<file path="config.mk">
export PLATFORM = sky130hd
export DESIGN_NAME = traffic_phase_ctrl
export DESIGN_NICKNAME = d
export VERILOG_FILES = /design/src/rtl/traffic_pkg.sv /design/src/rtl/tick_timer.sv /design/src/rtl/traffic_phase_ctrl.sv
export SDC_FILE = /design/constraint.sdc
export NUM_CORES = 1
export LEC_CHECK = 0
export ABC_CLOCK_PERIOD_IN_PS = 2150
export CAP_MARGIN = 20
export CELL_PAD_IN_SITES_DETAIL_PLACEMENT = 1
export CELL_PAD_IN_SITES_GLOBAL_PLACEMENT = 1
export CORE_MARGIN = 3
export CORE_UTILIZATION = 35
export DETAILED_ROUTE_END_ITERATION = 8
export PLACE_DENSITY = 0.85
export SETUP_SLACK_MARGIN = 0.2
export SLEW_MARGIN = 15
export SYNTH_ARGS = -nofsm -noshare
export SYNTH_HDL_FRONTEND = slang
export SYNTH_SLANG_ARGS = --single-unit
</file>
<file path="constraint.sdc">
create_clock -name clk -period 2.15 [get_ports clk]
set_input_delay 0.3225 -clock clk [delete_from_list [all_inputs] [get_ports clk]]
set_output_delay 0.3225 -clock clk [all_outputs]
set_load 0.05 [all_outputs]
</file>
<file path="src/rtl/traffic_pkg.sv">
// Shared definitions for the traffic phase controller: phase enumeration and
// default phase durations (in ticks).
package traffic_pkg;

  typedef enum logic [1:0] {
    GREEN  = 2'd0,
    YELLOW = 2'd1,
    ALLRED = 2'd2,
    WALK   = 2'd3
  } phase_t;

  localparam int unsigned DEF_NUM_DIR      = 4;
  localparam int unsigned DEF_CNT_W        = 4;
  localparam int unsigned DEF_GREEN_TICKS  = 5;
  localparam int unsigned DEF_YELLOW_TICKS = 2;
  localparam int unsigned DEF_ALLRED_TICKS = 1;
  localparam int unsigned DEF_WALK_TICKS   = 3;

endpackage

</file>
<file path="src/rtl/tick_timer.sv">
// Tick-gated phase counter: counts ticks up to 'last', wraps to 0 on the
// final tick (signalled by done), can be cleared or frozen.
module tick_timer #(
  parameter int unsigned CNT_W = traffic_pkg::DEF_CNT_W
) (
  input  logic             clk,
  input  logic             rst,
  input  logic             tick,
  input  logic             clear,
  input  logic             freeze,
  input  logic [CNT_W-1:0] last,
  output logic             done
);

  logic [CNT_W-1:0] count;

  assign done = tick && !freeze && (count == last);

  // Clear wins over counting so a preempt edge never doubles as a count.
  always_ff @(posedge clk) begin
    if (rst || clear) begin
      count <= '0;
    end else if (tick && !freeze) begin
      count <= done ? '0 : count + 1'b1;
    end
  end

endmodule

</file>
<file path="src/rtl/traffic_phase_ctrl.sv">
// Traffic phase controller: rotates green through NUM_DIR approaches with
// yellow and all-red clearance, serves pedestrian walk requests after all-red,
// and supports emergency preemption toward a selected direction.
module traffic_phase_ctrl
  import traffic_pkg::*;
#(
  parameter int unsigned NUM_DIR      = DEF_NUM_DIR,
  parameter int unsigned CNT_W        = DEF_CNT_W,
  parameter int unsigned GREEN_TICKS  = DEF_GREEN_TICKS,
  parameter int unsigned YELLOW_TICKS = DEF_YELLOW_TICKS,
  parameter int unsigned ALLRED_TICKS = DEF_ALLRED_TICKS,
  parameter int unsigned WALK_TICKS   = DEF_WALK_TICKS,
  localparam int unsigned DIR_W       = $clog2(NUM_DIR)
) (
  input  logic               clk,
  input  logic               rst,
  input  logic               tick,
  input  logic               ped_req,
  input  logic               emerg,
  input  logic [DIR_W-1:0]   emerg_dir,
  output logic [NUM_DIR-1:0] green,
  output logic [NUM_DIR-1:0] yellow,
  output logic [NUM_DIR-1:0] red,
  output logic               walk,
  output logic [DIR_W-1:0]   cur_dir
);

  localparam logic [CNT_W-1:0] GREEN_LAST  = CNT_W'(GREEN_TICKS - 1);
  localparam logic [CNT_W-1:0] YELLOW_LAST = CNT_W'(YELLOW_TICKS - 1);
  localparam logic [CNT_W-1:0] ALLRED_LAST = CNT_W'(ALLRED_TICKS - 1);
  localparam logic [CNT_W-1:0] WALK_LAST   = CNT_W'(WALK_TICKS - 1);
  localparam logic [DIR_W-1:0] DIR_MAX     = DIR_W'(NUM_DIR - 1);

  phase_t             state, nxt_state;
  logic [DIR_W-1:0]   dir, nxt_dir, dir_inc;
  logic               ped_pending, nxt_ped;
  logic               emerg_ok;
  logic               tmr_clear, tmr_freeze, tmr_done;
  logic [CNT_W-1:0]   tmr_last;
  logic [NUM_DIR-1:0] nxt_mask;

  // Emergency only counts when it names an existing direction.
  if (NUM_DIR == (1 << DIR_W)) begin : g_full_range
    assign emerg_ok = emerg;
  end else begin : g_part_range
    assign emerg_ok = emerg && (emerg_dir < DIR_W'(NUM_DIR));
  end

  assign dir_inc    = (dir == DIR_MAX) ? '0 : dir + 1'b1;
  assign tmr_freeze = (state == GREEN) && emerg_ok && (dir == emerg_dir);
  assign cur_dir    = dir;
  assign nxt_mask   = NUM_DIR'(1) << nxt_dir;

  // Phase duration for the counter, selected by the current phase.
  always_comb begin
    tmr_last = GREEN_LAST;
    case (state)
      GREEN:  tmr_last = GREEN_LAST;
      YELLOW: tmr_last = YELLOW_LAST;
      ALLRED: tmr_last = ALLRED_LAST;
      WALK:   tmr_last = WALK_LAST;
      default: tmr_last = GREEN_LAST;
    endcase
  end

  tick_timer #(.CNT_W(CNT_W)) u_timer (
    .clk    (clk),
    .rst    (rst),
    .tick   (tick),
    .clear  (tmr_clear),
    .freeze (tmr_freeze),
    .last   (tmr_last),
    .done   (tmr_done)
  );

  // Next phase, direction and pedestrian-pending decisions.
  always_comb begin
    nxt_state = state;
    nxt_dir   = dir;
    nxt_ped   = ped_pending | ped_req;
    tmr_clear = 1'b0;
    case (state)
      GREEN: begin
        if (emerg_ok && (dir != emerg_dir)) begin
          nxt_state = YELLOW;
          tmr_clear = 1'b1;
        end else if (tmr_done) begin
          nxt_state = YELLOW;
        end
      end
      YELLOW: begin
        if (tmr_done) nxt_state = ALLRED;
      end
      ALLRED: begin
        if (tmr_done) begin
          if (emerg_ok) begin
            nxt_state = GREEN;
            nxt_dir   = emerg_dir;
          end else if (ped_pending) begin
            nxt_state = WALK;
            nxt_ped   = 1'b0;
          end else begin
            nxt_state = GREEN;
            nxt_dir   = dir_inc;
          end
        end
      end
      WALK: begin
        // An interrupted walk is re-queued so it is served after the emergency.
        if (emerg_ok) begin
          nxt_state = ALLRED;
          tmr_clear = 1'b1;
          nxt_ped   = 1'b1;
        end else if (tmr_done) begin
          nxt_state = GREEN;
          nxt_dir   = dir_inc;
        end
      end
      default: nxt_state = GREEN;
    endcase
  end

  // State register with lamps decoded from the next state so they stay aligned.
  always_ff @(posedge clk) begin
    if (rst) begin
      state       <= GREEN;
      dir         <= '0;
      ped_pending <= 1'b0;
      green       <= NUM_DIR'(1);
      yellow      <= '0;
      red         <= ~NUM_DIR'(1);
      walk        <= 1'b0;
    end else begin
      state       <= nxt_state;
      dir         <= nxt_dir;
      ped_pending <= nxt_ped;
      green       <= (nxt_state == GREEN)  ? nxt_mask : '0;
      yellow      <= (nxt_state == YELLOW) ? nxt_mask : '0;
      red         <= ((nxt_state == GREEN) || (nxt_state == YELLOW)) ? ~nxt_mask : '1;
      walk        <= (nxt_state == WALK);
    end
  end

endmodule

</file>
# After elaboration in Yosys (flattened, before gate mapping)
# Index checks and enable logic that the tools add are counted.
# classes
reduce_logical	13
n_div	0
muxes	28
n_shift	1
order_cmp	0
addsub	2
bitwise	5
eq_ne	9
multipliers	0
# op_table
cell	n
$mux 2	14
$pmux 4 s4	1
$eq 2x2->1 const B	4
$mux 1	8
$pmux 2 s4	1
$reduce_or 2->1	3
$logic_and 1x1->1	5
$add 4x1->4 const B	1
$eq 2x1->1 const B	2
$eq 4x4->1	1
$logic_not 2->1	2
$mux 4	1
$not 4->4	1
$pmux 1 s2	2
$pmux 2 s2	1
$shl 1x2->4 const A	1
$not 1->1	3
$add 2x1->2 const B	1
$eq 2x2->1	1
$logic_or 1x1->1	2
$ne 2x2->1	1
$logic_not 1->1	1
$or 1x1->1	1
# word_totals
input_bits	7
latch_bits	0
out_inout_bits	15
elab_cells	68
ramBits	0
memories	0
mem_bits_ro	0
reg_bits	22

# Logic depth before layout (Yosys ltp)
# depth
ltp_word	13
ltp_mapped	9
mapped_depth_nobuf	8

# By module
# Synthesis repeated with hierarchy kept, for this count alone.
# unflattened
hier_cells	122
hier_area_um2	1141.1
# by_module_without_submodules
mod	area_per_inst_um2	cells_each	seq_area_each_um2	instances
traffic_phase_ctrl	893.4	97	360.3	1
tick_timer	247.7	25	80.1	1

# Worst setup path before layout
# Ideal clock, no wire load.
# synth_timing
path_kind	register -> register
startpoint	reg state[1]
endpoint	reg yellow[3]
n_path_buf	0
period_less_slack_ns	2.148
path_slack_ns	0.002
arrival_ns	2.083
setup_ns	0.065
required_ns	2.085
path_stages_with_launch	9
path_cell_list	dfxtp_1 -> inv_1 -> ha_1 -> xnor2_1 -> nand4_2 -> nor4b_4 -> a311oi_4 -> or3b_1 -> nor2_1
# synth_between
elab_chain_cells	12
elab_cells_between_ends	26
classes_between	eq/ne (5); shift (1); mux (12); bitwise (1); reduce/logical (7)
# synth_rtl
item	line	source
start, declared	traffic_phase_ctrl.sv:34	phase_t state, nxt_state;
start signal, assigned	traffic_phase_ctrl.sv:134	state <= nxt_state;
branches (longest 12 deep; another with $pmux 4 s4)	--	
end signal, assigned	traffic_phase_ctrl.sv:138	yellow <= (nxt_state == YELLOW) ? nxt_mask : '0;
end, declared	traffic_phase_ctrl.sv:22	output logic [NUM_DIR-1:0] yellow,
# Several ways; the timed one is not identified. The select of a mux whose other input is x is not followed.
# A chain may end at the register's enable or synchronous reset.

# Worst setup path in the final report
# layout_timing
startpoint	reg state[0]
endpoint	reg green[1]
# layout_between
elab_chain_cells	12
elab_cells_between_ends	26
classes_between	eq/ne (4); shift (1); mux (12); bitwise (1); reduce/logical (8)
# layout_rtl
item	line	source
branches (longest 12 deep; another with $pmux 4 s4)	--	
end signal, assigned	traffic_phase_ctrl.sv:137	green <= (nxt_state == GREEN) ? nxt_mask : '0;
end, declared	traffic_phase_ctrl.sv:21	output logic [NUM_DIR-1:0] green,
# Several ways; the timed one is not identified. The select of a mux whose other input is x is not followed.

==> results.cfg <==
[outcome]
status = complete, but fails checks
violations = setup timing

[clocking]
numCtsBuffers = 3
clk_latency_ns = 0.31
cts_tree = done
cts_max_level = 1
clk_pin_slew_ns = 0.13
clock_sinks = 22
clock_path_buffers = 2
cts-root-buf = clkbuf_4

[floorplanning]
io_pins = 22
die-area_um2 = 4320
num_rows = 21
die_x_um = 65.7
coreArea_um2 = 3390
initial_core_util = 0.368
die_h_um = 65.7

[placement]
dpl_cell_area_um2 = 1760
place_congestion = 0.856
hpwl_um = 3050
place_ws_ns = -0.259
port_buffers = 21

[sta]
setup_viol = 3
rsz0062_at_grt = true
finalMaxSlewViolations = 0
finalClockSkew_ns = 0.00400
slew_headroom = 0.571
worst_pin_slew_ns = 0.642
fin_crit_sh = 1.01
period_needed_ns = 2.17
hold_viol = 0
tns_ns = -0.0405
worst_slack_ns = -0.0228
timing.fmax_ghz = 0.460

[synth]
synth-seq-area-share = 0.353
avgSynthCellArea_um2 = 9.45
syn_nets = 146
ys_types = 48
syn_inst = 132
synth_warnings = 0
synth.cell_area_um2 = 1250
yosys_register_bits = 22

[route]
route.final.wire_length_um = 4460
drtPass1Iterations = 4
antenna_left = 0
wire_per_inst_um = 19.1
drt_first_iter_violations = 68
dr_total_vias = 1238
routed_via_density = 5.31
drc = 0

[power_and_ir_drop]
seq_power_share = 0.370
p_sw_uw = 389
vdd_drop_max_mv = 0.322
combPwrFrac = 0.367
p_sw_frac = 0.319
power.density_nw_per_um2 = 596
clockPowerShare = 0.263
leakage_nw = 0.777
p_total_mw = 1.22
intPower_uw = 830

[critical_path]
worstSetupPathType = register to register
slowest_delay_ns = 0.42
crit_path_start_kind = register
cp.arrival_ns = 2.40
critPathCaptureType = register
cp.required_ns = 2.38
crit_chain = inv_4 > ha_4 > xnor2_4 > nand4_1 > buf_4 > mux2i_2 > a311oi_4 > nand3_2 > nor4_4
critPathMaxFanout = 4
crit_path_top_delay_cell = dfxtp_4

[finish]
postLayoutCoreUtil = 0.603
diodes = 0
num-nets-final = 202
design_area_um2 = 2040
drive_gt1_frac = 0.455
syn2layout_area_growth_pct = 63.9

[global_routing]
grt_max_degree = 14
grt_pass1_vias = 1354
track_usage = 0.217
grt_pass1_wl_um = 7060
gr-total-overflow = 0
antenna_found_initial = 0

[worst_hold_path]
hold_path.class = register to register

[run]
drv_cap = 0
-- state kept, by name, summed over array words and instances, names as in the netlist --
name / cells
u_timer.count: 4
green: 4
cur_dir: 2
state: 2
red: 4
ped_pending: 1
walk: 1
yellow: 4
-- layout by cell type (no fill, tap or decap), types with 4 or more instances in the layout --
cell | Yosys | final
ha_4 | 0 | 4
nand3_1 | 8 | 6
nand2_1 | 9 | 7
a21oi_1 | 5 | 5
nor2b_1 | 5 | 5
clkdlybuf4s50_1 | 0 | 20
nor2_1 | 16 | 14
buf_4 | 1 | 34
dfxtp_1 | 22 | 18
-- power groups by stage --
stage / registers, mW / logic, mW / clock network (mW)
after floorplan: 0.484 / 0.210 / 0
after global placement: 0.455 / 0.341 / 0
after detailed placement: 0.457 / 0.360 / 0
after CTS: 0.450 / 0.411 / 0.331
after global routing: 0.453 / 0.478 / 0.341
final: 0.451 / 0.448 / 0.321
-- through the flow --
step | hold slack, ns | instances
final | 0.624 | 233
after detailed placement | 0.607 | 216
after global placement | 0.569 | 216
after floorplan | 0.394 | 132
after global routing | 0.706 | 233
after CTS | 0.632 | 229
-- cells by family after synthesis --
family / Yosys count / synth area share
adders and majority gates: 7 / 0.0702
and+or+nand+nor: 61 / 0.295
muxes: 2 / 0.0160
xor gates and xnor gates: 7 / 0.0552
AOI/OAI and AO/OA: 24 / 0.179
buffers and inverters: 9 / 0.0321
DFF: 22 / 0.353
-- critical path, delay by kind of cell, from the launching register on --
kind / cells / cell delay [ns]
xor+xnor: 1 / 0.15
compound gates: 1 / 0.27
simple gates: 3 / 0.65
fa+ha+maj: 1 / 0.18
buf+inv: 2 / 0.26
mux: 1 / 0.16
flops: 1 / 0.42
-- per-layer routing --
layer  track usage  routed length (um)  vias up
met5             0                   0        -
met4        0.0881                  61        0
met3        0.0120                  73        4
met2         0.402                2420       22
met1         0.257                1900      625
li1              -                   -      587
-- synthesized netlist by cell type (all sizes together) --
master	number	area, um2
a311oi	2	52.6
a41oi	1	8.76
mux2i	2	20.0
inv	4	15.0
a221oi	1	8.76
nor2	17	66.3
nand2	9	33.8
nor2b	5	31.3
nor3b	2	15.0
a22oi	2	20.0
a22o	1	8.76
a21oi	5	25.0
a32oi	1	8.76
xor2	1	8.76
nand4	3	25.0
a211oi	1	7.51
nand3b	1	7.51
ha	7	87.6
o21bai	1	7.51
a31oi	3	31.3
and3b	1	12.5
or3b	1	8.76
buf	3	17.5
o22ai	1	6.26
nor3	3	15.0
nor4b	2	32.5
o21ai	2	10.0
clkbuf	2	7.51
xnor2	6	60.1
nor4	2	18.8
a311o	1	11.3
dfxtp	22	440
and4b	1	11.3
a31o	1	8.76
nand3	10	60.1
nand2b	2	12.5
and4	1	11.3
and2	1	6.26
a21o	1	7.51
-- area by class of cell --
cell class | count | area, um2
timing repair buffer | 56 | 479
sequential | 22 | 450
multi-input combinational | 101 | 982
tap | 46 | 57.6
fill | 363 | 1350
clock buffer | 3 | 22.5
inverter | 4 | 22.5
clock inverter | 1 | 30.0
-- final timing paths --
check,slack (ns),end,depth (start not counted),start
worst max-delay path,-0.02,green[1]$_SDFF_PP0_,9,state[0]$_SDFF_PP0_
worst max register to register,-0.02,green[1]$_SDFF_PP0_,9,state[0]$_SDFF_PP0_
worst min-delay path,0.62,u_timer.count[3]$_SDFFE_PP0P_,2,u_timer.count[3]$_SDFFE_PP0P_
worst min register to register,0.62,u_timer.count[3]$_SDFFE_PP0P_,2,u_timer.count[3]$_SDFFE_PP0P_
-- timing repair --
item	4_1_cts	5_1_grt
hold buffers	0	0
pin swaps	14	10
endpoints found under the setup margin	17	19
resized for setup	21	11
setup buffers	9	4
Note: power is estimated with default switching activity, not from simulation.
